$ cat src/rtl/swu_mmv_packer.sv
// swu_mmv_packer: re-packs a pixel-serial stream into MMV_IN-pixel beats via two
// ping-pong banks. Define SWU_MMV_PACK_TLAST_EN to add m_axis_tlast (end of frame).
module swu_mmv_packer #(
    parameter int MMV_IN       = 3,
    parameter int SIMD         = 1,
    parameter int IP_PRECISION = 8,
    parameter int IFMChannels  = 2,
    parameter int IFMWidth     = 6,
    parameter int IFMHeight    = 6
) (
    input  logic                                aclk,
    input  logic                                areset,
    input  logic [SIMD*IP_PRECISION-1:0]        s_axis_tdata,
    input  logic                                s_axis_tvalid,
    output logic                                s_axis_tready,
    output logic [MMV_IN*SIMD*IP_PRECISION-1:0] m_axis_tdata,
    output logic                                m_axis_tvalid,
    input  logic                                m_axis_tready
`ifdef SWU_MMV_PACK_TLAST_EN
    ,
    output logic                                m_axis_tlast
`endif
);

    localparam int WW    = SIMD * IP_PRECISION;
    localparam int CF    = IFMChannels / SIMD;
    localparam int GPR   = (IFMWidth + MMV_IN - 1) / MMV_IN;
    localparam int TAIL  = IFMWidth - (GPR - 1) * MMV_IN;
    localparam int DEPTH = MMV_IN * CF;
    localparam int FW    = (CF > 1) ? $clog2(CF) : 1;
    localparam int LW    = $clog2(MMV_IN + 1);
    localparam int GW    = (GPR > 1) ? $clog2(GPR) : 1;
    localparam int RW    = (IFMHeight > 1) ? $clog2(IFMHeight) : 1;
    localparam int IW    = (DEPTH > 1) ? $clog2(DEPTH) : 1;

    localparam logic [FW-1:0] FOLD_LAST = FW'(CF - 1);
    localparam logic [GW-1:0] GRP_LAST  = GW'(GPR - 1);
    localparam logic [RW-1:0] ROW_LAST  = RW'(IFMHeight - 1);
    localparam logic [LW-1:0] SZ_FULL   = LW'(MMV_IN);
    localparam logic [LW-1:0] SZ_TAIL   = LW'(TAIL);

    logic [WW-1:0]        r_bank [2][DEPTH];
    logic [1:0]           r_full;
    logic [1:0][LW-1:0]   r_size;
    logic                 r_wb;
    logic                 r_rb;
    logic [FW-1:0]        r_wr_fold;
    logic [LW-1:0]        r_wr_lane;
    logic [GW-1:0]        r_wr_grp;
    logic [RW-1:0]        r_wr_row;
    logic [FW-1:0]        r_rd_fold;

    logic                 w_wr_en;
    logic                 w_rd_en;
    logic                 w_fold_end;
    logic                 w_grp_done;
    logic                 w_rd_done;
    logic                 w_grp_last;
    logic [LW-1:0]        w_grp_size;
    logic [IW-1:0]        w_wr_idx;

    assign s_axis_tready = !r_full[r_wb];
    assign m_axis_tvalid = r_full[r_rb];
    assign w_wr_en       = s_axis_tvalid && s_axis_tready;
    assign w_rd_en       = m_axis_tvalid && m_axis_tready;
    assign w_grp_last    = (r_wr_grp == GRP_LAST);
    assign w_grp_size    = w_grp_last ? SZ_TAIL : SZ_FULL;
    assign w_fold_end    = (r_wr_fold == FOLD_LAST);
    assign w_grp_done    = w_wr_en && w_fold_end
                           && (r_wr_lane == w_grp_size - LW'(1));
    assign w_rd_done     = w_rd_en && (r_rd_fold == FOLD_LAST);
    assign w_wr_idx      = IW'(int'(r_wr_lane) * CF + int'(r_wr_fold));

    // Bank contents need no reset: the FULL flags gate every read.
    always_ff @(posedge aclk) begin
        if (w_wr_en) begin
            r_bank[r_wb][w_wr_idx] <= s_axis_tdata;
        end
    end

    always_ff @(posedge aclk) begin
        if (areset) begin
            r_full    <= '0;
            r_size    <= '0;
            r_wb      <= 1'b0;
            r_rb      <= 1'b0;
            r_wr_fold <= '0;
            r_wr_lane <= '0;
            r_wr_grp  <= '0;
            r_wr_row  <= '0;
            r_rd_fold <= '0;
        end else begin
            // Fill and drain always target different banks when both fire.
            if (w_rd_done) begin
                r_full[r_rb] <= 1'b0;
                r_rb         <= !r_rb;
            end
            if (w_grp_done) begin
                r_full[r_wb] <= 1'b1;
                r_size[r_wb] <= w_grp_size;
                r_wb         <= !r_wb;
            end
            if (w_rd_en) begin
                r_rd_fold <= w_rd_done ? '0 : r_rd_fold + FW'(1);
            end
            if (w_wr_en) begin
                if (!w_fold_end) begin
                    r_wr_fold <= r_wr_fold + FW'(1);
                end else begin
                    r_wr_fold <= '0;
                    if (w_grp_done) begin
                        r_wr_lane <= '0;
                        r_wr_grp  <= w_grp_last ? '0 : r_wr_grp + GW'(1);
                        if (w_grp_last) begin
                            r_wr_row <= (r_wr_row == ROW_LAST) ? '0
                                        : r_wr_row + RW'(1);
                        end
                    end else begin
                        r_wr_lane <= r_wr_lane + LW'(1);
                    end
                end
            end
        end
    end

    always_comb begin
        m_axis_tdata = '0;
        for (int k = 0; k < MMV_IN; k++) begin
            if (r_full[r_rb] && (k < int'(r_size[r_rb]))) begin
                m_axis_tdata[k*WW +: WW] =
                    r_bank[r_rb][IW'(k * CF + int'(r_rd_fold))];
            end
        end
    end

`ifdef SWU_MMV_PACK_TLAST_EN
    logic [1:0] r_last;

    always_ff @(posedge aclk) begin
        if (areset) begin
            r_last <= '0;
        end else if (w_grp_done) begin
            r_last[r_wb] <= w_grp_last && (r_wr_row == ROW_LAST);
        end
    end

    assign m_axis_tlast = r_full[r_rb] && r_last[r_rb]
                          && (r_rd_fold == FOLD_LAST);
`endif

endmodule

$ cat config.mk
export PLATFORM = sky130hd
export DESIGN_NAME = swu_mmv_packer
export DESIGN_NICKNAME = d
export VERILOG_FILES = /design/src/rtl/swu_mmv_packer.sv
export SDC_FILE = /design/constraint.sdc
export NUM_CORES = 1
export LEC_CHECK = 0
export ABC_CLOCK_PERIOD_IN_PS = 1900
export BUFFER_PORTS_ARGS = -buffer_cell sky130_fd_sc_hd__buf_4
export CAP_MARGIN = 20
export CORE_MARGIN = 2
export CORE_UTILIZATION = 55
export CTS_BUF_LIST = sky130_fd_sc_hd__clkbuf_4 sky130_fd_sc_hd__clkbuf_8
export CTS_CLUSTER_SIZE = 40
export DETAILED_ROUTE_END_ITERATION = 7
export PLACE_DENSITY = 0.76
export SLEW_MARGIN = 20
export SYNTH_ARGS = -nofsm -noshare
export SYNTH_HDL_FRONTEND = slang
export SYNTH_SLANG_ARGS = --single-unit
export TNS_END_PERCENT = 5
$ cat constraint.sdc
create_clock -name aclk -period 1.9 [get_ports aclk]
set_input_delay 0.38 -clock aclk [delete_from_list [all_inputs] [get_ports aclk]]
set_output_delay 0.38 -clock aclk [all_outputs]
set_load 0.05 [all_outputs]
# Yosys cells after proc, flatten, opt, wreduce, memory -nomap -nowiden
# Memory sizes are Yosys's and may differ from the RTL's. A register that Yosys moved wholly into a read port is not among the register bits.
# Index checks and enable logic that the tools add are counted.
[word_totals]
input_bits = 12
out_inout_bits = 26
ramBits = 96
word_cells = 87
memories = 1
register_bits = 12
[classes]
muxes = 36
magnitude_cmp = 12
addsub = 6
reduce_logical = 15
bitwise = 8
n_eq_ne = 1
[mem_list]
columns = ["memory", "depth", "width", "read_ports", "rd_clocked_by_memory_dff", "write_ports", "line_no", "source"]
rows = [
  ["r_bank", 2, 48, 1, 1, 1, "42", "logic [WW-1:0] r_bank [2][DEPTH];"],
]
[ops]
columns = ["operator", "n"]
rows = [
  ["8-bit 2-to-1 mux", 10],
  ["8-bit binary-select mux with 3-bit select", 3],
  ["48-bit 2-to-1 mux", 1],
  ["8-bit demux with 3-bit select", 1],
  ["2-bit 2-to-1 mux", 7],
  ["3-bit by 4-bit greater-or-equal comparator with 1-bit output, second input constant", 3],
  ["1-bit logical AND", 11],
  ["1-bit 2-to-1 mux", 11],
  ["3-bit inverter", 2],
  ["4-bit greater-or-equal comparator, second input constant", 1],
  ["1-bit by 2-bit < comparator with 1-bit output, first input constant", 2],
  ["1-bit by 2-bit < comparator with 1-bit output, second input constant", 2],
  ["4-bit by 1-bit < comparator with 1-bit output, second input constant", 1],
  ["3-bit inverter with 4-bit output", 1],
  ["4-bit OR", 1],
  ["2-bit by 1-bit adder with 3-bit output, first input constant", 1],
  ["3-bit by 1-bit adder with 3-bit output", 1],
  ["3-bit by 1-bit adder with 3-bit output, first input constant", 1],
  ["1-bit zero test", 3],
  ["1-bit inverter with 3-bit output", 1],
  ["1-bit adder, second input constant", 2],
  ["2-bit by 1-bit adder with 2-bit output, second input constant", 1],
  ["2-bit bitwise AND", 1],
  ["1-bit demux with 1-bit select", 2],
  ["7 further kinds", 8],
]

# Depth between registers and ports, before layout
[logic_depth]
ltp_word = 10
ltp_mapped = 5
depth_no_buf = 3

# Worst setup path before layout
# No wires, ideal clock.
[synth_timing]
path_kind = "register to output"
start = "reg r_rd_fold"
end = "out m_axis_tdata[1]"
arrival_time_ns = 1.809
required_time_ns = 1.520
n_path_buf = 2
setup_slack_ns = -0.289
stages_incl_launch_ff = 5
path_cell_list = "dfxtp_1 -> clkbuf_1 -> buf_2 -> mux4_2 -> a21boi_1"
[synth_between]
elab_chain_cells = 5
[synth_lines]
columns = ["element", "line_no", "source"]
rows = [
  ["start, declared", "51", "logic [FW-1:0] r_rd_fold;"],
  ["start signal, assigned", "104", "r_rd_fold <= w_rd_done ? '0 : r_rd_fold + FW'(1);"],
  ["1-bit inverter with 3-bit output (implied by the code)", "131", "r_bank[r_rb][IW'(k * CF + int'(r_rd_fold))];"],
  ["8-bit binary-select mux with 3-bit select", "131", ""],
  ["8-bit 2-to-1 mux (implied by the code) (2 in series)", "131", ""],
  ["8-bit 2-to-1 mux", "129", "if (r_full[r_rb] && (k < int'(r_size[r_rb]))) begin"],
  ["end, declared", "16", "output logic [MMV_IN*SIMD*IP_PRECISION-1:0] m_axis_tdata,"],
]
# No other way between the ends. The select of a mux whose other input is x is not followed.

==> impl_metrics.py <==
metrics = {
    "logic_synthesis": {
        "syn_area_per_cell_um2": 18.1,
        "synth_warnings": 0,
        "syn_nets": 250,
        "synthDistinctLibCells": 38,
        "seq_area_frac_synth_pct": 73.0,
        "synth-seq-cells": 109,
        "synth_area_um2": 4310,
        "syn_inst": 238,
    },
    "cells_and_area": {
        "final_common_cell": "edfxtp_1",
        "drive_above_1_share_pct": 37.9,
        "post-route-util_pct": 68.2,
        "nFillCells": 515,
        "fin_area_um2": 5220,
        "antenna_cells": 0,
        "syn2layout_area_growth_pct": 21.1,
        "finish.net_count": 313,
        "final_cell_mix": "edfxtp_1, buf_4, mux4_2, nor2b_1, buf_6",
    },
    "detailed_routing": {
        "drc_errors": 0,
        "detailroute.via_count": 2289,
        "met2_length_mm": 4.00,
        "ant_nets": 0,
        "wl_met3_um": 288,
        "detail_route.first_pass.iterations": 4,
        "via_per_inst": 5.61,
        "wl_met1_mm": 3.54,
        "wirelength_mm": 7.94,
        "top_layer_used": "met4",
        "wl_per_cell_um": 19.5,
        "drt_iter0_drc": 193,
    },
    "place": {
        "port_buffers": 37,
        "place_hpwl_mm": 4.97,
        "dpl_cell_area_um2": 4880,
        "gp_congestion": 0.826,
    },
    "die": {
        "start_util_pct": 56.3,
        "ioPinCount": 38,
        "core_area_um2": 7650,
        "die_w_um": 92.5,
        "fp.dieH_um": 92.5,
        "dieArea_um2": 8560,
        "num_rows": 32,
    },
    "sta": {
        "hold_viol": 0,
        "finalMaxSlewViolations": 0,
        "fin_skew_ns": 0.0131,
        "setup_viol_count_final": 24,
        "relSlewSlack_pct": 67.8,
        "period_minus_slack_ns": 2.19,
        "fin_ws_ns": -0.293,
        "finalCritPeriodShare_pct": 115,
        "rsz0062_at_grt": "true",
        "tightest_slew_ns": 0.478,
        "timing.fmax_mhz": 456,
    },
    "cts": {
        "clockBufferDepth": 2,
        "holdBufCountCts": 0,
        "htree_num_levels": 3,
        "numCtsBuffers": 9,
        "cts_root_buf": "clkbuf_8",
        "clock-sinks": 109,
        "path_clk_slew_ns": 0.10,
        "cts_tree": "built",
        "clock_latency_ns": 0.37,
    },
    "critical_path": {
        "ff2ff_path_depth": 4,
        "cp_cell_sequence": "clkbuf_16 -> mux4_2 -> nor2b_1 -> buf_6",
        "slowest_stage": "mux4_2",
        "r2r_slack_ns": 0.14,
        "path_delay_family": "multiplexers",
        "max_stage_delay_ns": 0.49,
        "path_class": "register to output port",
        "critPathArrivalTime_ns": 1.81,
        "crit_required_ns": 1.52,
        "r2r-start": "r_full[0]",
        "cp_max_fo": 4,
        "worstReg2RegEnd": "r_bank[0][5]",
        "endpoint_kind": "output port",
        "crit_buf_inv": 2,
        "start_kind": "register",
    },
    "power": {
        "p_per_area_nw_per_um2": 774,
        "combPwrFrac_pct": 3.3,
        "seq_power_share_pct": 65.6,
        "switching_share_pct": 21.0,
        "clkPwrFrac_pct": 31.1,
        "power.switching_mw": 0.847,
        "leakagePower_nw": 1.73,
        "vdd_drop_max_mv": 0.514,
        "p_int_mw": 3.19,
    },
    "global_route": {
        "overflow": 0,
        "grt_pass1_vias": 2331,
        "grt_first_pass_wirelength_mm": 12.4,
        "grt_usage_pct": 20.2,
        "grt_max_degree": 19,
        "antenna_found_initial": 0,
    },
    "outcome": {
        "outcome": "finished, violations left",
        "violations": "setup timing",
    },
    "flow_run": {
        "max-cap-violations": 0,
    },
    "worst_hold_path": {
        "min_delay_path_depth": 1,
        "min-delay-start": "s_axis_tdata[0]",
        "min-delay-path-class": "input pin to register",
        "min_to": "r_bank[1][32]",
    },
}
## worst max-delay path by stage
stage	start	endpoint	slack, ns	cells past startpoint
after global placement	r_rb	m_axis_tdata[16]	-0.09	4
after CTS	register	m_axis_tdata[1]	-0.32	4
after detailed placement	r_rb	m_axis_tdata[23]	-0.15	4
after global routing	register	m_axis_tdata[23]	-0.36	4
after floorplan	r_rd_fold	m_axis_tdata[2]	-0.29	4
final	register	m_axis_tdata[11]	-0.29	4
## final cells by class
class	count	area, um2	share of cell area, %
clock buffer	10	131	2.52
clock inverter	6	47.5	0.911
inverter	10	37.5	0.719
multi-input combinational	108	1110	21.2
sequential	109	3150	60.3
tap	102	128	2.45
timing repair buffer	63	619	11.9
## synthesized netlist by cell type, drive strengths merged
cell      n  area (um2)
mux2i     2        20.0
or3       2        12.5
clkbuf    4        18.8
nor2b    19         119
o21ai     3        15.0
nand2     5        18.8
nand2b    2        12.5
inv      10        37.5
nor3      1        5.00
nor2     10        37.5
o22ai     1        6.26
a21oi    12        71.3
dfxtp    13         260
o41ai     1        8.76
buf       7        40.0
a21boi    8        60.1
mux2      1        11.3
mux4     24         541
or4b      1        13.8
nor4      2        12.5
a22oi     1        7.51
nand4     1        6.26
and2      1        6.26
or2       3        21.3
nand4bb   1        11.3
edfxtp   96        2880
nand4b    1        8.76
and3      1        6.26
a31o      2        17.5
and3b     1        8.76
nand3     2        10.0
## cell families (layout without fill, tap and decap cells)
group,count (synthesis),after routing,share of synthesized area [%]
flip-flops,109,109,73.0
multiplexers,27,27,13.3
AO/OA/AOI/OAI,28,28,4.33
AND/OR/NAND/NOR,53,53,7.20
buffers and inverters,21,89,2.24
## per-layer routing
layer | up-vias | GRT usage (%)
li1 | 1054 | -
met3 | 12 | 4.72
met5 | - | 0
met1 | 1167 | 27.1
met4 | 0 | 7.34
met2 | 56 | 32.8
## power groups by stage
stage                     Sequential, mW  Clock, mW  Combinational, mW
after floorplan                     2.70          0             0.0664
after global placement              2.70          0              0.128
after detailed placement            2.70          0              0.133
after CTS                           2.65       1.28              0.134
after global routing                2.65       1.36              0.145
final                               2.65       1.26              0.133
## through the flow
step / hold WS (ns) / worst slack, ns / TNS, ns / instances / power, mW
3_5_place_dp: 0.436 / -0.152 / -1.12 / 390 / 2.84
2_1_floorplan: 0.421 / -0.289 / -5.61 / 238 / 2.76
4_1_cts: 0.257 / -0.320 / -6.56 / 407 / 4.06
5_1_grt: 0.265 / -0.355 / -7.90 / 408 / 4.16
3_3_place_gp: 0.431 / -0.0859 / -0.643 / 390 / 2.83
6_report: 0.266 / -0.293 / -6.30 / 408 / 4.04
## flip-flops by register name, indices dropped and copies added, names as in the netlist, named ones only
name / count
r_full: 2
r_bank: 96
r_rd_fold: 1
r_wb: 1
r_wr_lane: 2
r_rb: 1
r_wr_fold: 1
r_size: 4
## worst register-to-register path: cells and delay by family, from the launching register on
kind | cells | cell delay, ns
buf+inv | 2 | 0.34
flops | 1 | 0.32
simple gates | 2 | 0.79
## what timing repair did
action,CTS,global route
gates cloned,1,1
resized for setup,22,6
setup buffers,0,0
endpoints found under the setup margin,24,25
Power figures use the tool's default switching activity.
